==> src/rtl/fetch_unit_pkg.sv <==
// Shared fetch-path definitions: default bus widths and the fetch sequencer state encoding.
package fetch_unit_pkg;

  localparam int unsigned FETCH_AW = 16;
  localparam int unsigned FETCH_DW = 16;

  typedef enum logic [1:0] {
    S_REQ  = 2'd0,
    S_WAIT = 2'd1,
    S_HOLD = 2'd2,
    S_DROP = 2'd3
  } fetch_state_e;

endpackage

==> src/rtl/fetch_unit.sv <==
// Instruction-fetch sequencer: requests the word at pc, captures it into a single IR slot,
// and steers the PC register (increment after capture, load on redirect).
module fetch_unit
  import fetch_unit_pkg::*;
#(
  parameter int unsigned AW = FETCH_AW,
  parameter int unsigned DW = FETCH_DW
) (
  input  logic          clk,
  input  logic          reset,
  input  logic [AW-1:0] pc,
  output logic          pc_inc,
  output logic          pc_ld,
  output logic [AW-1:0] pc_d,
  output logic          mem_req,
  output logic [AW-1:0] mem_addr,
  input  logic          mem_gnt,
  input  logic          mem_rvalid,
  input  logic [DW-1:0] mem_rdata,
  output logic [DW-1:0] ir,
  output logic [AW-1:0] ir_pc,
  output logic          ir_valid,
  input  logic          ir_ready,
  input  logic          redirect,
  input  logic [AW-1:0] redirect_pc,
  input  logic          halt
);

  fetch_state_e  state_q, state_n;
  logic [DW-1:0] ir_n;
  logic [AW-1:0] ir_pc_n;
  logic          ir_valid_n;

  // State and IR slot registers.
  always_ff @(posedge clk) begin
    if (reset) begin
      state_q  <= S_REQ;
      ir       <= '0;
      ir_pc    <= '0;
      ir_valid <= 1'b0;
    end else begin
      state_q  <= state_n;
      ir       <= ir_n;
      ir_pc    <= ir_pc_n;
      ir_valid <= ir_valid_n;
    end
  end

  // Next state, IR capture and PC-register / memory control.
  always_comb begin
    state_n    = state_q;
    ir_n       = ir;
    ir_pc_n    = ir_pc;
    ir_valid_n = ir_valid;
    pc_inc     = 1'b0;
    pc_ld      = redirect;
    pc_d       = redirect_pc;
    mem_addr   = pc;
    mem_req    = (state_q == S_REQ) && !halt;

    // A redirect squashes any held instruction, including one being accepted this cycle.
    if (redirect) begin
      ir_valid_n = 1'b0;
    end

    case (state_q)
      S_REQ: begin
        if (mem_req && mem_gnt) begin
          state_n = redirect ? S_DROP : S_WAIT;
        end
      end
      S_WAIT: begin
        if (redirect) begin
          state_n = mem_rvalid ? S_REQ : S_DROP;
        end else if (mem_rvalid) begin
          ir_n       = mem_rdata;
          ir_pc_n    = pc;
          ir_valid_n = 1'b1;
          pc_inc     = 1'b1;
          state_n    = S_HOLD;
        end
      end
      S_HOLD: begin
        if (redirect) begin
          state_n = S_REQ;
        end else if (ir_ready) begin
          ir_valid_n = 1'b0;
          state_n    = S_REQ;
        end
      end
      S_DROP: begin
        if (mem_rvalid) begin
          state_n = S_REQ;
        end
      end
      default: begin
        state_n = S_REQ;
      end
    endcase
  end

endmodule

==> config.mk <==
export PLATFORM = sky130hd
export DESIGN_NAME = fetch_unit
export DESIGN_NICKNAME = d
export VERILOG_FILES = /design/src/rtl/fetch_unit_pkg.sv /design/src/rtl/fetch_unit.sv
export SDC_FILE = /design/constraint.sdc
export NUM_CORES = 1
export LEC_CHECK = 0
export CORE_ASPECT_RATIO = 0.6
export CORE_MARGIN = 1
export CORE_UTILIZATION = 33
export CTS_CLUSTER_DIAMETER = 200
export CTS_CLUSTER_SIZE = 14
export DETAILED_ROUTE_END_ITERATION = 8
export PLACE_DENSITY = 0.83
export SLEW_MARGIN = 0
export SYNTH_ARGS = -nofsm -noshare
export SYNTH_HDL_FRONTEND = slang
export SYNTH_SLANG_ARGS = --single-unit
==> constraint.sdc <==
create_clock -name clk -period 1.65 [get_ports clk]
set_input_delay 0.33 -clock clk [delete_from_list [all_inputs] [get_ports clk]]
set_output_delay 0.33 -clock clk [all_outputs]
set_load 0.03 [all_outputs]
# After elaboration in Yosys (flattened, before gate mapping)
# Cells that the tools add are included.
[totals]
regBits = 35
input_bits = 55
output_inout_bits = 68
wordCells = 36
[classes]
eq_ne = 7
mux = 18
bitwise = 1
reduce_logical = 6
[ops]
columns = ["cell", "count"]
rows = [
  ["2-bit two-way mux", 8],
  ["1-bit two-way mux", 8],
  ["2-bit one-hot mux with 4 select lines", 1],
  ["3-bit != test, second input constant", 2],
  ["2-bit == test, second input constant", 2],
  ["4-bit AND reduction", 1],
  ["3-bit AND reduction", 1],
  ["2-bit by 1-bit == test with 1-bit output, second input constant", 1],
  ["1-bit logical AND", 2],
  ["2-bit zero test", 1],
  ["2-bit by 1-bit != test with 1-bit output, second input constant", 1],
  ["2-bit != test, second input constant", 1],
  ["1-bit one-hot mux with 2 select lines", 1],
  ["1-bit zero test", 1],
  ["1-bit NOT", 1],
]

# Longest topological paths before layout
[logic_depth]
ltp_word = 5
depth_mapped = 8
mapped_depth_nobuf = 7

# Worst setup path before layout
# No wires, ideal clock.
[synth_path]
path_type = "reg-to-output"
start = "register state_q[1]"
end = "output pc_inc"
arrival_ps = 1257
required_time_ps = 1320
slack_ps = 63
stages_incl_launch_ff = 7
n_path_buf = 1
cell_sequence = "dfxtp_1 > inv_1 > ha_1 > nor2b_1 > nand2_1 > inv_2 > buf_2"
[synth_between]
elab_chain_len = 2
[synth_rtl]
columns = ["item", "line", "text"]
rows = [
  ["start, declared", "fetch_unit.sv:29", "fetch_state_e state_q, state_n;"],
  ["start signal, assigned", "fetch_unit.sv:42", "state_q <= state_n;"],
  ["2-bit by 1-bit == test with 1-bit output", "fetch_unit.sv:66", "case (state_q)"],
  ["1-bit two-way mux", "fetch_unit.sv:66", ""],
  ["end, declared", "fetch_unit.sv:12", "output logic pc_inc,"],
]
# Every way passes these cells.

# Final worst setup path
[layout_path]
start = "register ir_pc[12]"
end = "output ir_pc[12]"
[layout_rtl]
columns = ["item", "line", "text"]
rows = [
  ["start, declared", "fetch_unit.sv:21", "output logic [AW-1:0] ir_pc,"],
  ["start signal, assigned", "fetch_unit.sv:44", "ir_pc <= ir_pc_n;"],
]
# No word-level cell between the ends.

==> results list <==
* Outcome: complete, no violations
* Total non-filler cell area in the finished layout: roughly 0.0025 mm2
- In this design, the stage delay of the slowest critical-path cell is roughly 0.68 ns.
- Routed wire length: between 3000 and 4000 um
- Ratio of final minimum period to clock period: about 98%
- H-tree Lvls: 2
* Most used cells in the layout excluding fill and tap cells: sky130_fd_sc_hd__nand2_1 (64), sky130_fd_sc_hd__clkdlybuf4s50_1 (47), sky130_fd_sc_hd__a21oi_1 (33), sky130_fd_sc_hd__dfxtp_1 (33), sky130_fd_sc_hd__buf_4 (27)
- The final number of hold-violating endpoints came to 0.
- Actual slew at the worst max-slew pin: between 0.3 and 0.4 ns
* Pin count of the biggest net entering global routing: 33
- Die W: slightly above 90 um
- Die boundary height: roughly 56 um
- Required time worst endpoint: approximately 1.3 ns
- Critical Path, Cell by Cell: clkdlybuf4s50_1
- Setup violations remaining at the end of the flow were counted as 0.
- The critical path is of the flop to output port type.
* Type of the most critical hold path: flop to flop
* Synth Area in Adders: under 10%
* Core Region: 0.00461 mm2
- For this run, design rule violations remaining after detail routing come to 0.
- The first global-routing pass estimated between 6000 and 7000 um of wire.
- At the placement stage, the worst setup path has a slack of -0.185 ns.
- Buffers inserted to repair hold after CTS numbered 0.
- Most frequent standard cell in the layout excluding fill and tap cells: sky130_fd_sc_hd__nand2_1
* Share of the yosys chip area belonging to registers: a little over two fifths
* TritonCTS clock tree: yes
- Headroom to the max-slew limit came out at between 70% and 80%.
* Power density of the placed cells: 1110 mW/mm2
* Yosys reg bits: 35
- Setup WS post-layout: 0.0387 ns
- The first routing iteration left 40 violations.
- XOR/XNOR share of the synthesized area: 0%
- Max Clock Skew: roughly 0.002 ns
- The clock reaches the later pin of the worst-skew pair after around 0.27 ns.
- Total Neg Setup Slack: 0 ns
- Area of the mapped netlist: 0.00160 mm2
* Number of unique standard cell types used by synthesis: 20
- Grt total ovfl: 0
- A synthesized cell averages slightly below 8 um2.
- Fill count: between 400 and 500
- Clock Tree Root: sky130_fd_sc_hd__clkbuf_8
* CP Data Arrival Time: around 1.3 ns
* Fmax: between 600 and 700 MHz
- IR analysis of the VDD net gives a maximum drop of just under 600 uV.
- Setup repair after global routing could not meet its margin everywhere.
* GPL Wtd Cong: ~0.84
- Counting both buffers and inverters, the worst setup path holds a total of 1.
- The max-slew violation count came to 0.
* Placement-stage cell area: about 0.0023 mm2
* Die area: between 0.005 and 0.006 mm2
* Fraction of layout instances using a drive strength above 1: between 10% and 20%
- The synthesized netlist devotes 13.5% of its cell area to compound gates.
- The repair_antennas step left the layout with diodes totalling 0.
- For this design, the slowest cell found on the critical path is sky130_fd_sc_hd__clkdlybuf4s50_1.
- Clock slew at the register clock pins of the worst setup and hold paths: 0.07 ns
- STA classifies the critical path endpoint as an output port.
- After detailed routing, the average wire length per cell comes to roughly 11 um.
- Minimum period implied by the final worst setup slack: approximately 1.6 ns
* Via count of the first global-routing pass: about 1,400
- At the end of the flow, the number of nets in the layout was between 300 and 400.
* Drt first pass iters: 4
- Detailed-route vias per instance: approximately 4.5
- HPWL after detailed placement: 2690 um
* Fin cells: between 300 and 400
- P&R area growth vs syn: 59.5%
- Leakage power summed over all cells: about 1.3 nW
* Effective utilization at floorplan: 34.6%
- The number of antenna violations at the first check in global routing was 0.
* Top Ports: between 100 and 150
* Aggregate global-route resource usage: ~15%
* Maximum fanout encountered on the critical timing path: 2
- CTS buffer count: 5
- Floorplan row count: 19
- On the critical path the largest part of the delay comes from buffers and inverters.
* Number of port buffers: 90
- Critical Path Start Type: flop
- Antenna-violating nets left: 0
* TritonCTS Sinks: 35
- After technology mapping, the gate count stands at ~200.
- For this run, the number of Yosys warnings is 0.
- Dpl cells: 318
* Number of buffers on the longest clock path: 2
* Multiplexer fraction of the synthesized cell area: less than 1%
* Combinational family with the most area after synthesis: buffers and inverters
- The number of nets handed over by synthesis was 263.
- Simple-gate portion of the synthesized area: a little under a fifth
- Across the run, the number of max-cap violations was 0.
- The routed layout has about 1,500 vias.
-- worst reg2reg max path, cell delays in order, from the launching register on --
cell and delay, ns:
sky130_fd_sc_hd__dfxtp_4 0.38, sky130_fd_sc_hd__inv_2 0.06, sky130_fd_sc_hd__ha_1 0.18, sky130_fd_sc_hd__or3b_1 0.19, sky130_fd_sc_hd__o21ai_2 0.08, sky130_fd_sc_hd__or4_1 0.50, sky130_fd_sc_hd__o31ai_1 0.08
-- path summary, 6_finish.rpt --
kind	start	to	slack (ns)	cells past startpoint
hold / removal	ir[9]	ir[9]	0.45	2
hold reg to reg	ir[9]	ir[9]	0.45	2
setup / recovery	ir_pc[12]	ir_pc[12]	0.04	1
setup reg to reg	state_q[0]	state_q[1]	0.10	6
-- registers in the layout, summed over array words and instances (netlist names) --
signal,count
ir,16
ir_pc,16
state_q,2
ir_valid,1
-- power by group --
| part | switching [mW] | total, mW | internal [mW] |
|---|---|---|---|
| logic | 0.507 | 0.947 | 0.440 |
| registers | 0.0590 | 0.992 | 0.933 |
| clock network | 0.294 | 0.898 | 0.604 |
-- routing by layer --
layer / up-vias / part of all wire [%] / track usage [%]
li1: 744 / - / -
met1: 674 / 46 / 19.2
met2: 66 / 43 / 25.1
met3: 5 / 9.4 / 6.28
met4: 0 / 0.71 / 3.35
met5: - / 0 / 0
-- stage by stage --
| stage | utilization [%] | hold WS (ns) | total power, mW |
|---|---|---|---|
| 2_1_floorplan | - | 0.466 | 1.58 |
| 3_3_place_gp | 49.6 | 0.441 | 1.82 |
| 3_5_place_dp | 49.6 | 0.447 | 1.83 |
| 4_1_cts | 53.2 | 0.457 | 2.79 |
| 5_1_grt | 55.3 | 0.481 | 3.00 |
| 6_report | 55.3 | 0.452 | 2.84 |
-- kinds of logic after synthesis --
logic type,after synthesis
buf+inv,49
flops,35
simple gates,73
mux,1
compound gates,40
fa+ha+maj,5
-- area by class of cell --
type                       count  area [um2]  share of cell area, %
clock buffer                   6        72.6                   2.85
multi-input combinational    119         608                   23.9
timing repair buffer         100         993                   39.0
clock inverter                 2        60.1                   2.36
inverter                       6        27.5                   1.08
tap                           63        78.8                   3.09
sequential                    35         708                   27.8
-- synth_stat cells --
library cell | count | area, um2
sky130_fd_sc_hd__clkbuf_1 | 6 | 22.5
sky130_fd_sc_hd__nor2b_1 | 3 | 18.8
sky130_fd_sc_hd__or3b_1 | 1 | 8.76
sky130_fd_sc_hd__inv_2 | 1 | 3.75
sky130_fd_sc_hd__ha_1 | 5 | 62.6
sky130_fd_sc_hd__buf_4 | 34 | 255
sky130_fd_sc_hd__dfxtp_1 | 35 | 701
sky130_fd_sc_hd__or4_1 | 2 | 15.0
sky130_fd_sc_hd__inv_1 | 5 | 18.8
sky130_fd_sc_hd__a311oi_1 | 1 | 8.76
sky130_fd_sc_hd__a31oi_1 | 1 | 6.26
sky130_fd_sc_hd__a21boi_0 | 1 | 7.51
sky130_fd_sc_hd__nand2_1 | 65 | 244
sky130_fd_sc_hd__o21ai_1 | 1 | 5.00
sky130_fd_sc_hd__mux2i_1 | 1 | 10.0
sky130_fd_sc_hd__a21oi_1 | 33 | 165
sky130_fd_sc_hd__o31ai_1 | 2 | 15.0
sky130_fd_sc_hd__buf_2 | 3 | 15.0
sky130_fd_sc_hd__o21a_1 | 1 | 7.51
sky130_fd_sc_hd__nor2_1 | 2 | 7.51
-- timing repair --
action | 4_1_cts | 5_1_grt
pin swaps | 0 | 2
resized for setup | 13 | 26
setup endpoints to repair | 5 | 24
setup buffers | 1 | 4
Power figures use the tool's default switching activity.
